`src/rtl/rst_seq_pkg.sv`:
```
// Shared types and helpers for the staged reset sequencer.
package rst_seq_pkg;

    typedef enum logic [1:0] {
        HOLD     = 2'd0,
        WAIT_RDY = 2'd1,
        GAP      = 2'd2,
        DONE     = 2'd3
    } rst_seq_state_t;

    typedef enum logic {
        CAUSE_SYS  = 1'b0,
        CAUSE_SOFT = 1'b1
    } rst_cause_t;

    // Largest of three cycle counts; sizes the one counter shared by every state.
    function automatic int maxOf3(input int a, input int b, input int c);
        int m;
        m = (a > b) ? a : b;
        m = (m > c) ? m : c;
        return m;
    endfunction

endpackage

```
`src/rtl/rst_seq.sv`:
```
// Staged reset sequencer: holds every domain in reset, then releases the
// stages one at a time in ascending order. Each release waits for that stage
// to report ready (or time out), followed by an optional idle gap.
module rst_seq
    import rst_seq_pkg::*;
#(
    parameter int NUM_STAGES = 4,
    parameter int HOLD_CYC   = 16,
    parameter int GAP_CYC    = 8,
    parameter int TMO_CYC    = 1024
) (
    input  logic                  sys_clk,
    input  logic                  sys_rst,
    input  logic                  soft_rst_req,
    input  logic [NUM_STAGES-1:0] stage_ready,
    output logic [NUM_STAGES-1:0] stage_rst,
    output logic                  seq_done,
    output logic                  seq_err,
    output logic                  rst_cause
);

    localparam int CNT_W = $clog2(maxOf3(HOLD_CYC, GAP_CYC, TMO_CYC) + 1);
    localparam int IDX_W = (NUM_STAGES > 1) ? $clog2(NUM_STAGES) : 1;

    localparam logic [CNT_W-1:0] HOLD_LAST = CNT_W'(HOLD_CYC - 1);
    localparam logic [CNT_W-1:0] GAP_LAST  = CNT_W'((GAP_CYC > 0) ? GAP_CYC - 1 : 0);
    localparam logic [CNT_W-1:0] TMO_LAST  = CNT_W'(TMO_CYC - 1);
    localparam logic [IDX_W-1:0] IDX_LAST  = IDX_W'(NUM_STAGES - 1);
    localparam bit               HAS_GAP   = (GAP_CYC > 0);

    rst_seq_state_t          r_state;
    logic [CNT_W-1:0]        r_cnt;
    logic [IDX_W-1:0]        r_idx;
    logic [NUM_STAGES-1:0]   r_stageRst;
    logic                    r_seqDone;
    logic                    r_seqErr;
    rst_cause_t              r_rstCause;

    logic [IDX_W-1:0]        w_idxNext;
    logic                    w_curReady;
    logic                    w_tmoHit;
    logic                    w_handled;
    logic [NUM_STAGES-1:0]   w_curMask;
    logic [NUM_STAGES-1:0]   w_nextMask;

    // A stage is handled when it reports ready; the timeout only counts when ready is still low.
    assign w_idxNext  = r_idx + 1'b1;
    assign w_curReady = stage_ready[r_idx];
    assign w_tmoHit   = (r_cnt == TMO_LAST);
    assign w_handled  = w_curReady || w_tmoHit;
    assign w_curMask  = NUM_STAGES'(1) << r_idx;
    assign w_nextMask = NUM_STAGES'(1) << w_idxNext;

    // Sequencer FSM: sys_rst beats a soft request, and both restart from a full hold.
    always_ff @(posedge sys_clk) begin
        if (sys_rst) begin
            r_state    <= HOLD;
            r_cnt      <= '0;
            r_idx      <= '0;
            r_stageRst <= '1;
            r_seqDone  <= 1'b0;
            r_seqErr   <= 1'b0;
            r_rstCause <= CAUSE_SYS;
        end else if (soft_rst_req) begin
            r_state    <= HOLD;
            r_cnt      <= '0;
            r_idx      <= '0;
            r_stageRst <= '1;
            r_seqDone  <= 1'b0;
            r_seqErr   <= 1'b0;
            r_rstCause <= CAUSE_SOFT;
        end else begin
            case (r_state)
                HOLD: begin
                    if (r_cnt == HOLD_LAST) begin
                        r_stageRst <= r_stageRst & ~w_curMask;
                        r_cnt      <= '0;
                        r_state    <= WAIT_RDY;
                    end else begin
                        r_cnt <= r_cnt + 1'b1;
                    end
                end
                WAIT_RDY: begin
                    if (w_handled) begin
                        if (!w_curReady) begin
                            r_seqErr <= 1'b1;
                        end
                        if (r_idx == IDX_LAST) begin
                            r_state   <= DONE;
                            r_seqDone <= 1'b1;
                        end else if (HAS_GAP) begin
                            r_state <= GAP;
                            r_cnt   <= '0;
                        end else begin
                            r_idx      <= w_idxNext;
                            r_stageRst <= r_stageRst & ~w_nextMask;
                            r_cnt      <= '0;
                        end
                    end else begin
                        r_cnt <= r_cnt + 1'b1;
                    end
                end
                GAP: begin
                    if (r_cnt == GAP_LAST) begin
                        r_idx      <= w_idxNext;
                        r_stageRst <= r_stageRst & ~w_nextMask;
                        r_cnt      <= '0;
                        r_state    <= WAIT_RDY;
                    end else begin
                        r_cnt <= r_cnt + 1'b1;
                    end
                end
                DONE: begin
                    r_state <= DONE;
                end
                default: begin
                    r_state <= HOLD;
                end
            endcase
        end
    end

    assign stage_rst = r_stageRst;
    assign seq_done  = r_seqDone;
    assign seq_err   = r_seqErr;
    assign rst_cause = r_rstCause;

endmodule

```
`config.mk`:
```
export PLATFORM = sky130hd
export DESIGN_NAME = rst_seq
export DESIGN_NICKNAME = d
export VERILOG_FILES = /design/src/rtl/rst_seq_pkg.sv /design/src/rtl/rst_seq.sv
export SDC_FILE = /design/constraint.sdc
export NUM_CORES = 1
export LEC_CHECK = 0
export CORE_UTILIZATION = 32
export DETAILED_ROUTE_END_ITERATION = 6
export PLACE_DENSITY_LB_ADDON = 0.1
export SLEW_MARGIN = 20
export SYNTH_ARGS = -nofsm -noshare
export SYNTH_HDL_FRONTEND = slang
export SYNTH_SLANG_ARGS = --single-unit
```
`constraint.sdc`:
```
create_clock -name sys_clk -period 2.2 [get_ports sys_clk]
set_input_delay 0.44 -clock sys_clk [delete_from_list [all_inputs] [get_ports sys_clk]]
set_output_delay 0.44 -clock sys_clk [all_outputs]
set_load 0.03 [all_outputs]
```
==> impl_metrics.py, run 1 <==
metrics = {
    "status": {
        "status": "complete, no violations",
    },
    "timing": {
        "min_period_over_period_pct": 95.42,
        "final-setup-viol-count": 0,
        "timing.final.crit_period_ps": 2099,
        "fmax_ghz": 0.4763,
        "slew_violations": 0,
        "clock_skew_ps": 3.918,
        "layout_setup_ws_ps": 100.7,
        "final-hold-violation-count": 0,
        "slew_headroom_pct": 73.64,
        "worstMarginPinSlew_ps": 395.4,
    },
    "flow_run": {
        "maxCapViolations": 0,
    },
    "place": {
        "dp_hpwl_mm": 2.637,
        "numPortBuffers": 13,
        "dpl_worst_slack_ps": -67.83,
        "gp_congestion": 0.7740,
    },
    "yosys": {
        "async_reset_ff_share_pct": 0,
        "ys_ff_latch": 22,
        "synthCells": 156,
        "synth_nets": 172,
        "syn_area_sq_um": 1356,
        "synth_edf_count": 0,
        "yosysWarnings": 0,
        "ys.flop_type": "dfxtp_1",
        "synth.distinct_cells": 43,
        "synthSimpleGateAreaFrac_pct": 27.77,
        "seq_area_frac_synth_pct": 32.47,
        "avgSynthCellArea_sq_um": 8.694,
        "synthAdderAreaFrac_pct": 8.303,
        "synth_top_family_by_area": "simple AND/OR/NAND/NOR gates",
        "synth-xor-area-share_pct": 0.6458,
        "synth_compound_area_share_pct": 18.08,
        "synthMuxAreaShare_pct": 8.487,
    },
    "detailed_routing": {
        "ant_nets": 0,
        "drt_iter0_markers": 50,
        "first_pass_iters": 4,
        "drt-total-wl_mm": 3.426,
        "post-route-drc-count": 0,
        "drt-wirelength-per-cell_um": 14.39,
        "viasPerCell": 5.307,
        "vias": 1263,
    },
    "worst_setup_path": {
        "slowest_stage": "a2111o_1",
        "cp-start-kind": "flop",
        "worst_setup_path_end_kind": "flop",
        "crit_arrival_ps": 2280,
        "worstSetupPathType": "reg -> reg",
        "cp_data_required_time_ps": 2380,
        "cpPeakStageDelay_ps": 410,
        "critPathMaxFanout": 4,
        "path_cells": "inv_1 > ha_1 > or2_2 > a2111o_1 > o21ai_2 > o21ai_1 > a221oi_2",
    },
    "clock_network": {
        "cts_tree": "built",
        "cts_root_buffer": "clkbuf_8",
        "cts_resized": 0,
        "htree_levels": 1,
        "clock_latency_ps": 260,
        "clk_pin_slew_ps": 90,
        "numCtsBuffers": 3,
        "cts_setup_buffers": 0,
        "clock_sinks": 22,
        "hold_buffers": 0,
        "cts.path.max_buffers": 2,
    },
    "finish": {
        "nNetsFinal": 205,
        "diodes": 0,
        "fill_cells": 411,
        "area_delta_synth_final_pct": 27.95,
        "drive_above_1_share_pct": 22.34,
    },
    "floorplan": {
        "io_pins": 14,
        "fp.dieW_um": 67.11,
        "floorplan.rows": 23,
        "die-area_sq_um": 4503,
        "die_height_um": 67.11,
        "initial_core_util_pct": 33.66,
        "core-area_sq_um": 4029,
    },
    "worst_hold_path": {
        "hp-class": "reg -> reg",
    },
    "pwr": {
        "p_per_area_nw_per_um2": 432.9,
        "irDropWorstVdd_mv": 0.1798,
        "power_uw": 751.3,
        "p_leak_nw": 0.5943,
    },
    "grt": {
        "grt_util_all_layers_pct": 17.06,
        "grt_pass1_wl_mm": 5.789,
        "overflow": 0,
        "first_global_vias": 1294,
        "grt_antenna_before_repair": 0,
        "grt_max_degree": 13,
    },
}
-- cells by family (layout without fill, tap and decap cells) --
| kind of cell | Yosys count | count (layout) |
|---|---|---|
| buffers and inverters | 13 | 45 |
| AOI/OAI and AO/OA | 29 | 29 |
| adders and majority gates | 9 | 9 |
| and+or+nand+nor | 72 | 72 |
| DFF | 22 | 22 |
| muxes | 10 | 10 |
| xor gates and xnor gates | 1 | 1 |
-- where the power goes --
group	switching, mW	internal (mW)	total (mW)	leakage (nW)
registers	0.00200	0.401	0.403	0.178
clock network	0.138	0.160	0.298	0.0288
logic	0.0239	0.0267	0.0506	0.388
-- cells in the mapped netlist, drive strengths merged, types with 2 or more instances --
| master | count | area share (%) |
|---|---|---|
| or3 | 3 | 1.4 |
| mux2 | 2 | 1.7 |
| o211ai | 5 | 3.1 |
| nand2 | 22 | 6.1 |
| ha | 9 | 8.3 |
| nand4 | 9 | 4.2 |
| o21ai | 9 | 3.6 |
| nor2 | 10 | 2.8 |
| mux2i | 7 | 5.2 |
| dfxtp | 22 | 32 |
| and4 | 2 | 1.3 |
| a31oi | 6 | 5.4 |
| nand3 | 9 | 3.7 |
| or2 | 5 | 2.3 |
| nor3 | 2 | 0.74 |
| inv | 9 | 2.5 |
| o22ai | 2 | 0.92 |
| or4 | 2 | 1.4 |
| buf | 3 | 1.5 |
| nand2b | 4 | 1.8 |
-- path summary, 6_finish.rpt --
check / slack [ps] / cells after the start / from / to
setup / recovery: 100 / 7 / r_state[0] / r_state[1]
hold / removal: 460 / 2 / stage_rst[2] / stage_rst[2]
setup reg to reg: 100 / 7 / r_state[0] / r_state[1]
hold reg to reg: 460 / 2 / stage_rst[2] / stage_rst[2]
-- state kept, by name (all words and copies together), names as in the netlist --
signal,flops
r_idx,2
r_cnt,11
seq_err,1
seq_done,1
stage_rst,4
rst_cause,1
r_state,2
-- layer usage --
layer | up-vias | routed length, um | track usage (%) | part of all wire [%]
met3 | 2 | 112 | 2.055 | 3.3
met2 | 26 | 1667 | 30.00 | 49
li1 | 640 | - | - | -
met4 | 0 | 21 | 4.787 | 0.61
met5 | - | 0 | 0 | 0
met1 | 595 | 1624 | 21.53 | 47
-- cell usage in the layout (no fill, tap or decap), drive strengths merged, types with 2 or more instances in the layout --
master         Yosys  layout
a31oi              6       6
and4               2       2
buf                3      19
clkbuf             1       4
clkdlybuf4s50      0      13
dfxtp             22      22
ha                 9       9
inv                9       9
mux2               2       2
mux2i              7       7
nand2             22      22
nand2b             4       4
nand3              9       9
nand4              9       9
nor2              10      10
nor3               2       2
o211ai             5       5
o21ai              9       9
o22ai              2       2
or2                5       5
or3                3       3
or4                2       2
-- metrics by stage --
stage                     utilization, %  hold WS [ps]  std cells  area (sq um)  TNS, ps
after floorplan                        -         465.9        156          1356        0
after global placement             41.40         448.8        234          1668   -23.43
after detailed placement           41.40         455.7        234          1668   -78.33
after CTS                          42.76         466.5        238          1723        0
after global routing               43.07         494.3        238          1735   -30.24
final                              43.07         460.8        238          1735        0
-- worst max-delay path, delay by kind of cell, from the launching register on --
family,cells,cell delay [ps]
flops,1,400
compound gates,4,970
simple gates,1,290
fa+ha+maj,1,260
buf+inv,1,80
-- final cells by class --
class                           count  area [sq um]  share of cell area, %
Clock buffer                        4         55.05                  3.172
Tap cell                           50         62.56                  3.605
Inverter                            9         33.78                  1.947
Multi-Input combinational cell    121         870.8                  50.18
Timing Repair Buffer               32         272.8                  15.72
Sequential cell                    22         440.4                  25.38
No activity file was read; power rests on OpenSTA's default activity.
==> run 2, diff against run 1 <==
HOLD_SLACK_MARGIN = 0.03   (was default)
==> results of run 2 <==
No change in the layout: final DEF, timing and power equal those of run 1.
